===== config.mk =====
export PLATFORM = sky130hd
export DESIGN_NAME = uart_receiver_top_module
export DESIGN_NICKNAME = d
export VERILOG_FILES = /design/src/rtl/uart_receiver_top_module.sv
export SDC_FILE = /design/constraint.sdc
export NUM_CORES = 1
export LEC_CHECK = 0
export ABC_AREA = 0
export CAP_MARGIN = 20
export CORE_MARGIN = 4
export CORE_UTILIZATION = 59
export CTS_BUF_LIST = sky130_fd_sc_hd__clkbuf_4 sky130_fd_sc_hd__clkbuf_8
export DETAILED_ROUTE_END_ITERATION = 8
export GPL_TIMING_DRIVEN = 0
export PLACE_DENSITY = 0.8
export SLEW_MARGIN = 20
export SYNTH_ARGS = -nofsm -noshare
export SYNTH_HDL_FRONTEND = slang
export SYNTH_SLANG_ARGS = --single-unit

===== constraint.sdc =====
create_clock -name clk -period 69.5 [get_ports clk]
set_clock_uncertainty 0.15 [all_clocks]
set_input_delay 13.9 -clock clk [delete_from_list [all_inputs] [get_ports clk]]
set_output_delay 13.9 -clock clk [all_outputs]
set_load 0.05 [all_outputs]

===== src/rtl/uart_receiver_top_module.sv =====
// 16x oversampling 8N1 UART receiver with a 2-flop RX synchronizer and register-style
// holding/status outputs (data_ready, framing_error, overrun, busy).
module uart_receiver_top_module #(
    parameter logic [31:0] clock_frequency_register = 32'd100_000_000
) (
    input  logic        clk,
    input  logic        rst,
    input  logic [31:0] Baud_Rate_Holding_Register,
    input  logic        RX,
    input  logic        Receiver_Read,
    output logic [31:0] Receiver_Holding_Register,
    output logic [31:0] Receiver_Status
);

    typedef enum logic [1:0] {IDLE, START, DATA, STOP} state_t;

    state_t      state_q, state_d;
    logic        rx_meta_q, rx_meta_d;
    logic        rx_s_q, rx_s_d;
    logic        rx_prev_q, rx_prev_d;
    logic [31:0] div_q, div_d;
    logic [31:0] tick_cnt_q, tick_cnt_d;
    logic [3:0]  samp_cnt_q, samp_cnt_d;
    logic [2:0]  bit_cnt_q, bit_cnt_d;
    logic [7:0]  shift_q, shift_d;
    logic [7:0]  data_q, data_d;
    logic        data_ready_q, data_ready_d;
    logic        framing_q, framing_d;
    logic        overrun_q, overrun_d;
    logic        busy_q, busy_d;
    logic        wait_high_q, wait_high_d;

    logic [31:0] div_raw, div_calc;
    logic        tick, start_edge, complete;

    // Baud values of 2^28 and above would overflow 16*baud; any such rate is far above
    // the system clock anyway, so they fall through to the clamped divisor of 1.
    always_comb begin
        div_raw = 32'd0;
        if (Baud_Rate_Holding_Register != 32'd0 && Baud_Rate_Holding_Register[31:28] == 4'd0) begin
            div_raw = clock_frequency_register / {Baud_Rate_Holding_Register[27:0], 4'b0000};
        end
        div_calc = (div_raw == 32'd0) ? 32'd1 : div_raw;
    end

    always_comb begin
        state_d      = state_q;
        rx_meta_d    = RX;
        rx_s_d       = rx_meta_q;
        rx_prev_d    = rx_s_q;
        div_d        = div_q;
        tick_cnt_d   = tick_cnt_q;
        samp_cnt_d   = samp_cnt_q;
        bit_cnt_d    = bit_cnt_q;
        shift_d      = shift_q;
        data_d       = data_q;
        data_ready_d = data_ready_q;
        framing_d    = framing_q;
        overrun_d    = overrun_q;
        busy_d       = busy_q;
        wait_high_d  = wait_high_q;
        complete     = 1'b0;
        tick         = (tick_cnt_q == div_q - 32'd1);
        start_edge   = rx_prev_q && !rx_s_q && !wait_high_q;

        if (Baud_Rate_Holding_Register == 32'd0) begin
            state_d    = IDLE;
            busy_d     = 1'b0;
            tick_cnt_d = 32'd0;
        end else begin
            if (state_q != IDLE) begin
                tick_cnt_d = tick ? 32'd0 : tick_cnt_q + 32'd1;
                if (tick) begin
                    samp_cnt_d = samp_cnt_q + 4'd1;
                end
            end
            case (state_q)
                IDLE: begin
                    if (rx_s_q) begin
                        wait_high_d = 1'b0;
                    end
                    // The divisor is latched here so a baud change only applies to the next frame.
                    if (start_edge) begin
                        state_d    = START;
                        div_d      = div_calc;
                        tick_cnt_d = 32'd0;
                        samp_cnt_d = 4'd0;
                        bit_cnt_d  = 3'd0;
                        busy_d     = 1'b1;
                    end
                end
                START: begin
                    if (tick && samp_cnt_q == 4'd7) begin
                        samp_cnt_d = 4'd0;
                        if (rx_s_q) begin
                            state_d = IDLE;
                            busy_d  = 1'b0;
                        end else begin
                            state_d = DATA;
                        end
                    end
                end
                DATA: begin
                    if (tick && samp_cnt_q == 4'd15) begin
                        shift_d   = {rx_s_q, shift_q[7:1]};
                        bit_cnt_d = bit_cnt_q + 3'd1;
                        if (bit_cnt_q == 3'd7) begin
                            state_d = STOP;
                        end
                    end
                end
                STOP: begin
                    if (tick && samp_cnt_q == 4'd15) begin
                        state_d  = IDLE;
                        complete = 1'b1;
                    end
                end
                default: state_d = IDLE;
            endcase
        end

        // A read coinciding with completion acknowledges the old byte; the new frame wins.
        if (complete) begin
            data_d       = shift_q;
            data_ready_d = 1'b1;
            framing_d    = !rx_s_q;
            wait_high_d  = !rx_s_q;
            busy_d       = 1'b0;
            if (Receiver_Read) begin
                overrun_d = 1'b0;
            end else if (data_ready_q) begin
                overrun_d = 1'b1;
            end
        end else if (Receiver_Read) begin
            data_ready_d = 1'b0;
            framing_d    = 1'b0;
            overrun_d    = 1'b0;
        end
    end

    always_ff @(posedge clk) begin
        if (rst) begin
            state_q      <= IDLE;
            rx_meta_q    <= 1'b1;
            rx_s_q       <= 1'b1;
            rx_prev_q    <= 1'b1;
            div_q        <= 32'd0;
            tick_cnt_q   <= 32'd0;
            samp_cnt_q   <= 4'd0;
            bit_cnt_q    <= 3'd0;
            shift_q      <= 8'd0;
            data_q       <= 8'd0;
            data_ready_q <= 1'b0;
            framing_q    <= 1'b0;
            overrun_q    <= 1'b0;
            busy_q       <= 1'b0;
            wait_high_q  <= 1'b0;
        end else begin
            state_q      <= state_d;
            rx_meta_q    <= rx_meta_d;
            rx_s_q       <= rx_s_d;
            rx_prev_q    <= rx_prev_d;
            div_q        <= div_d;
            tick_cnt_q   <= tick_cnt_d;
            samp_cnt_q   <= samp_cnt_d;
            bit_cnt_q    <= bit_cnt_d;
            shift_q      <= shift_d;
            data_q       <= data_d;
            data_ready_q <= data_ready_d;
            framing_q    <= framing_d;
            overrun_q    <= overrun_d;
            busy_q       <= busy_d;
            wait_high_q  <= wait_high_d;
        end
    end

    assign Receiver_Holding_Register = {24'd0, data_q};
    assign Receiver_Status           = {28'd0, busy_q, overrun_q, framing_q, data_ready_q};

endmodule


Yosys cells after proc, flatten, opt, wreduce, memory -nomap -nowiden
Index checks and enable logic that the tools add are counted.
Cells by class
  div/mod/pow operators: 1
  equality and inequality tests: 14
  $add $sub $neg: 4
  bitwise logic cells: 1
  reductions and logical operators: 28
  multiplexer cells: 37
Operator list (count)
  $mux W32: 6
  $logic_not A32 Y1: 2
  $add A32 B1 Y32 const B: 1
  $div A27 B32 Y32 const A: 1
  $eq A32 B32 Y1: 1
  $reduce_bool A32 Y1: 1
  $sub A32 B1 Y32 const B: 1
  $mux W4: 4
  $mux W1: 15
  $ne A2 B2 Y1 const B: 7
  $reduce_bool A2 Y1: 7
  $mux W2: 6
  $reduce_and A3 Y1: 3
  $pmux W2 S4: 1
  $pmux W4 S2: 1
  $reduce_and A4 Y1: 2
  $mux W3: 2
  $pmux W3 S2: 1
  $logic_and A1 B1 Y1: 5
  $reduce_and A5 Y1: 1
  $add A4 B1 Y4 const B: 1
  $eq A2 B2 Y1 const B: 2
  $eq A4 B3 Y1 const B: 1
  $eq A4 B4 Y1 const B: 1
  other kinds (11): 12
Word-level totals
  bits of input ports: 36
  word-level logic and storage cells: 100
  register bits after elaboration: 97
  output and inout port bits: 64

Longest topological paths before layout
  word-level depth: 8
  gate-level depth with buffers: 284
  gate-level depth less buffers: 256

Worst setup path before layout
OpenSTA, ideal clock, no wires.
  kind: input -> register
  start point: in Baud_Rate_Holding_Register[0]
  end point: reg div_q[0]
  setup time: 0.138 ns
  path slack: -0.915 ns
  stages: 259
  data arrival time: 70.127 ns
  required time: 69.212 ns
  path buffers: 41
  cell sequence: clkbuf_1 clkbuf_1 buf_2 inv_1 clkbuf_1 clkbuf_1 ha_1 clkbuf_1 nor3b_1 nand2_1 a21oi_1 mux2i_1 ha_1 xnor2_1 nand2_1 nand2_1 a311o_1 a211oi_1 [223 not listed] nand2_1 clkbuf_1 clkbuf_1 nand2_1 o221ai_1 ha_1 a21o_1 a21o_1 a21oi_1 nor2b_1 o21ai_0 nand2b_1 a21oi_1 nor2b_1 o21ai_0 a21oi_1 nor4_1 a221oi_1
Between the ends
  longest elaborated chain between the ends: 5
  elaborated cells on any way between the ends: 9
  classes of those cells: div (1); mux (2); bitwise (1); reduce/logical (5)
Ends and longest elaborated chain
  from (decl): line 8  | input logic [31:0] Baud_Rate_Holding_Register,
  branches (longest 5 deep; another with $div A27 B32 Y32)
  to (signal assigned): line 163  | div_q <= div_d;
  to (decl): line 21  | logic [31:0] div_q, div_d;
Several ways; the timed one is not identified.
A chain may end at the register's enable or synchronous reset.

Worst setup path after layout
  start point: in Baud_Rate_Holding_Register[10]
  end point: reg div_q[0]
The elaborated chain is that of the path after synthesis.

==> flow_summary.ini <==
[status]
status = finished with violations
violations = design-rule violations

[setup_path]
path_common_cell = ha_1
critPathArrivalTime_ps = 68890
cp-start-kind = input pin
cp.required_ps = 69580
critical_path_class = input pin to register
crit_path_end_kind = register
crit_fanout = 20
critPathSlowestCell = clkdlybuf4s50_1
cpPeakStageDelay_ps = 640

[logic_synthesis]
synth-edff-count = 0
yosys.area.top_type = ha_1
synth_cell_types = 92
synthTopCellsByCount = nand2_1 (468), nor2_1 (440), ha_1 (382), a21oi_1 (353), o21ai_0 (293)
ys_ff_latch = 93
syn_area_um2 = 29200
syn-instance-count = 4289
ys_warn_count = 0
netlist_top_cells_area = ha_1 (16%), dfxtp_1 (6.4%), a21oi_1 (6.1%)
yosys.area.top_type_share = 0.164
synth.most_common_cell = nand2_1
ys_seq_area_frac = 0.0638
async_flop_share = 0
ys.flop_type = dfxtp_1
avgSynthCellArea_um2 = 6.80

[routing]
vias = 36300
drtPass1Iterations = 9
drt_iter0_markers = 5310
drc_errors = 25
wl_per_cell_um = 22.6
avgViaCountPerCell = 6.94
ant_nets = 0
wirelength_mm = 118

[clocking]
clock_sinks = 93
cts_tree = yes
cts_buffers = 9
clk_pin_slew_ps = 110
clk_path_buf_depth = 2
cts_root_buffer = clkbuf_8
insertion_delay_ps = 380
cts_max_level = 3

[cells_and_area]
finish.utilization = 0.724
ff_latch_area_um2 = 1860
nets = 4979
area_growth_pct = 21.4
fin_cells = 5232
fill_cells = 3939
multi_input_area_um2 = 28600
fin_area_um2 = 35400
drive_above_1_share = 0.185

[global_routing]
grt_pass1_vias = 31600
track_usage = 0.398
grt_max_degree = 29
grt_overflow_total = 0
antenna_found_initial = 5
grt_pass1_wl_mm = 173

[placement]
place.gp.congestion = 1.05
buffer_ports.inserted = 47
place_inst = 5056
dp_hpwl_mm = 86.3
dpl-instance-area_um2 = 30800
place_ws_ps = -20380

[min_path]
hp-class = register to register

[sta]
hold_ws_ps = 288
max_slew.worst_pin.slew_ps = 1230
fin_crit_sh = 0.990
slew_headroom = 0.178
setup_ws_ps = 684
clock.fmax_ghz = 0.0145
min_period_ps = 68820
slew_viol_final = 0
finalSetupViolCount = 0
fin_tns_setup_ps = 0
hold_viol_final = 0

[die]
io_pins = 100
num_rows = 81
fp.dieH_um = 230
die_area_um2 = 53100
initial_core_util = 0.596
fp.dieW_um = 230
core-area_um2 = 49000

[power]
power_density_nw_per_um2 = 6.46
ir_drop_mv = 0.00866
finalPower_uw = 229
p_leak_nw = 15.2

[run]
max_cap_viol_count = 0
-- registers in the layout, summed over array words and instances (netlist names), named ones only --
register / cells
overrun_q: 1
framing_q: 1
rx_prev_d: 1
state_q: 1
rx_meta_q: 1
wait_high_q: 1
busy_q: 1
data_q: 8
rx_prev_q: 1
samp_cnt_q: 4
bit_cnt_q: 3
div_q: 28
tick_cnt_q: 32
shift_q: 8
data_ready_q: 1
-- worst paths after layout --
| path | start | endpoint | slack [ps] | depth (start not counted) |
|---|---|---|---|---|
| setup / recovery | Baud_Rate_Holding_Register[10] | div_q[0] | 680 | 266 |
| hold / removal | rx_meta_q | rx_prev_d | 290 | 1 |
| setup reg to reg | div_q[9] | tick_cnt_q[5] | 64070 | 17 |
| hold reg to reg | rx_meta_q | rx_prev_d | 290 | 1 |
-- placed cells by master, fill, tap and decap left out, types with 56 or more instances in the layout --
master      n
a21o_1    151
xnor2_1   198
o21ai_0   249
o21a_1     94
dfxtp_1    93
nand2b_1   63
nand3_1   126
a21oi_1   300
nor3_1     95
nor2_1    414
buf_4     232
inv_1     146
nand2_1   452
ha_1      325
mux2_2     56
xor2_1    111
-- cell families after synthesis --
group                      synth area share
and+or+nand+nor                       0.260
xor gates and xnor gates             0.0933
other                              0.000129
buffers and inverters                0.0534
DFF                                  0.0638
adders and majority gates             0.164
muxes                                0.0326
AOI/OAI and AO/OA                     0.333
-- layer usage --
metal / routed length [um] / GRT usage / vias up / part of all wire
met5: 34 / 0 / - / 0.00029
met4: 8800 / 0.219 / 6 / 0.074
met3: 16000 / 0.0921 / 672 / 0.13
met2: 48000 / 0.595 / 2741 / 0.41
met1: 45500 / 0.530 / 16400 / 0.38
li1: - / - / 16500 / -
-- cell type report --
class | count | share of cell area
multi-input combinational | 3893 | 0.807
timing repair buffer | 222 | 0.0536
sequential | 93 | 0.0526
buffer | 180 | 0.0408
tap | 664 | 0.0235
inverter | 162 | 0.0174
clock buffer | 9 | 0.00350
clock inverter | 7 | 0.00191
antenna | 2 | 0.000141
-- power breakdown --
group / leakage [nW] / internal [mW] / switching, mW / total (mW)
clock network: 0.0989 / 0.0139 / 0.0226 / 0.0365
registers: 0.750 / 0.0535 / 0.000241 / 0.0537
logic: 14.4 / 0.0534 / 0.0853 / 0.139
-- what timing repair did --
action                     CTS  global route
pin swaps                   67           118
hold endpoints to repair     0             0
setup endpoints to repair    6             2
hold buffers                 0             0
buffers inserted            86            83
gates resized for setup    442           328
-- critical path: cells and delay by family --
| kind | cells | cell delay (ps) |
|---|---|---|
| muxes | 5 | 1470 |
| xor gates and xnor gates | 4 | 650 |
| and+or+nand+nor | 65 | 10960 |
| adders and majority gates | 26 | 8300 |
| buffers and inverters | 40 | 7880 |
| AOI/OAI and AO/OA | 126 | 25490 |
Note: power is estimated with default switching activity, not from simulation.
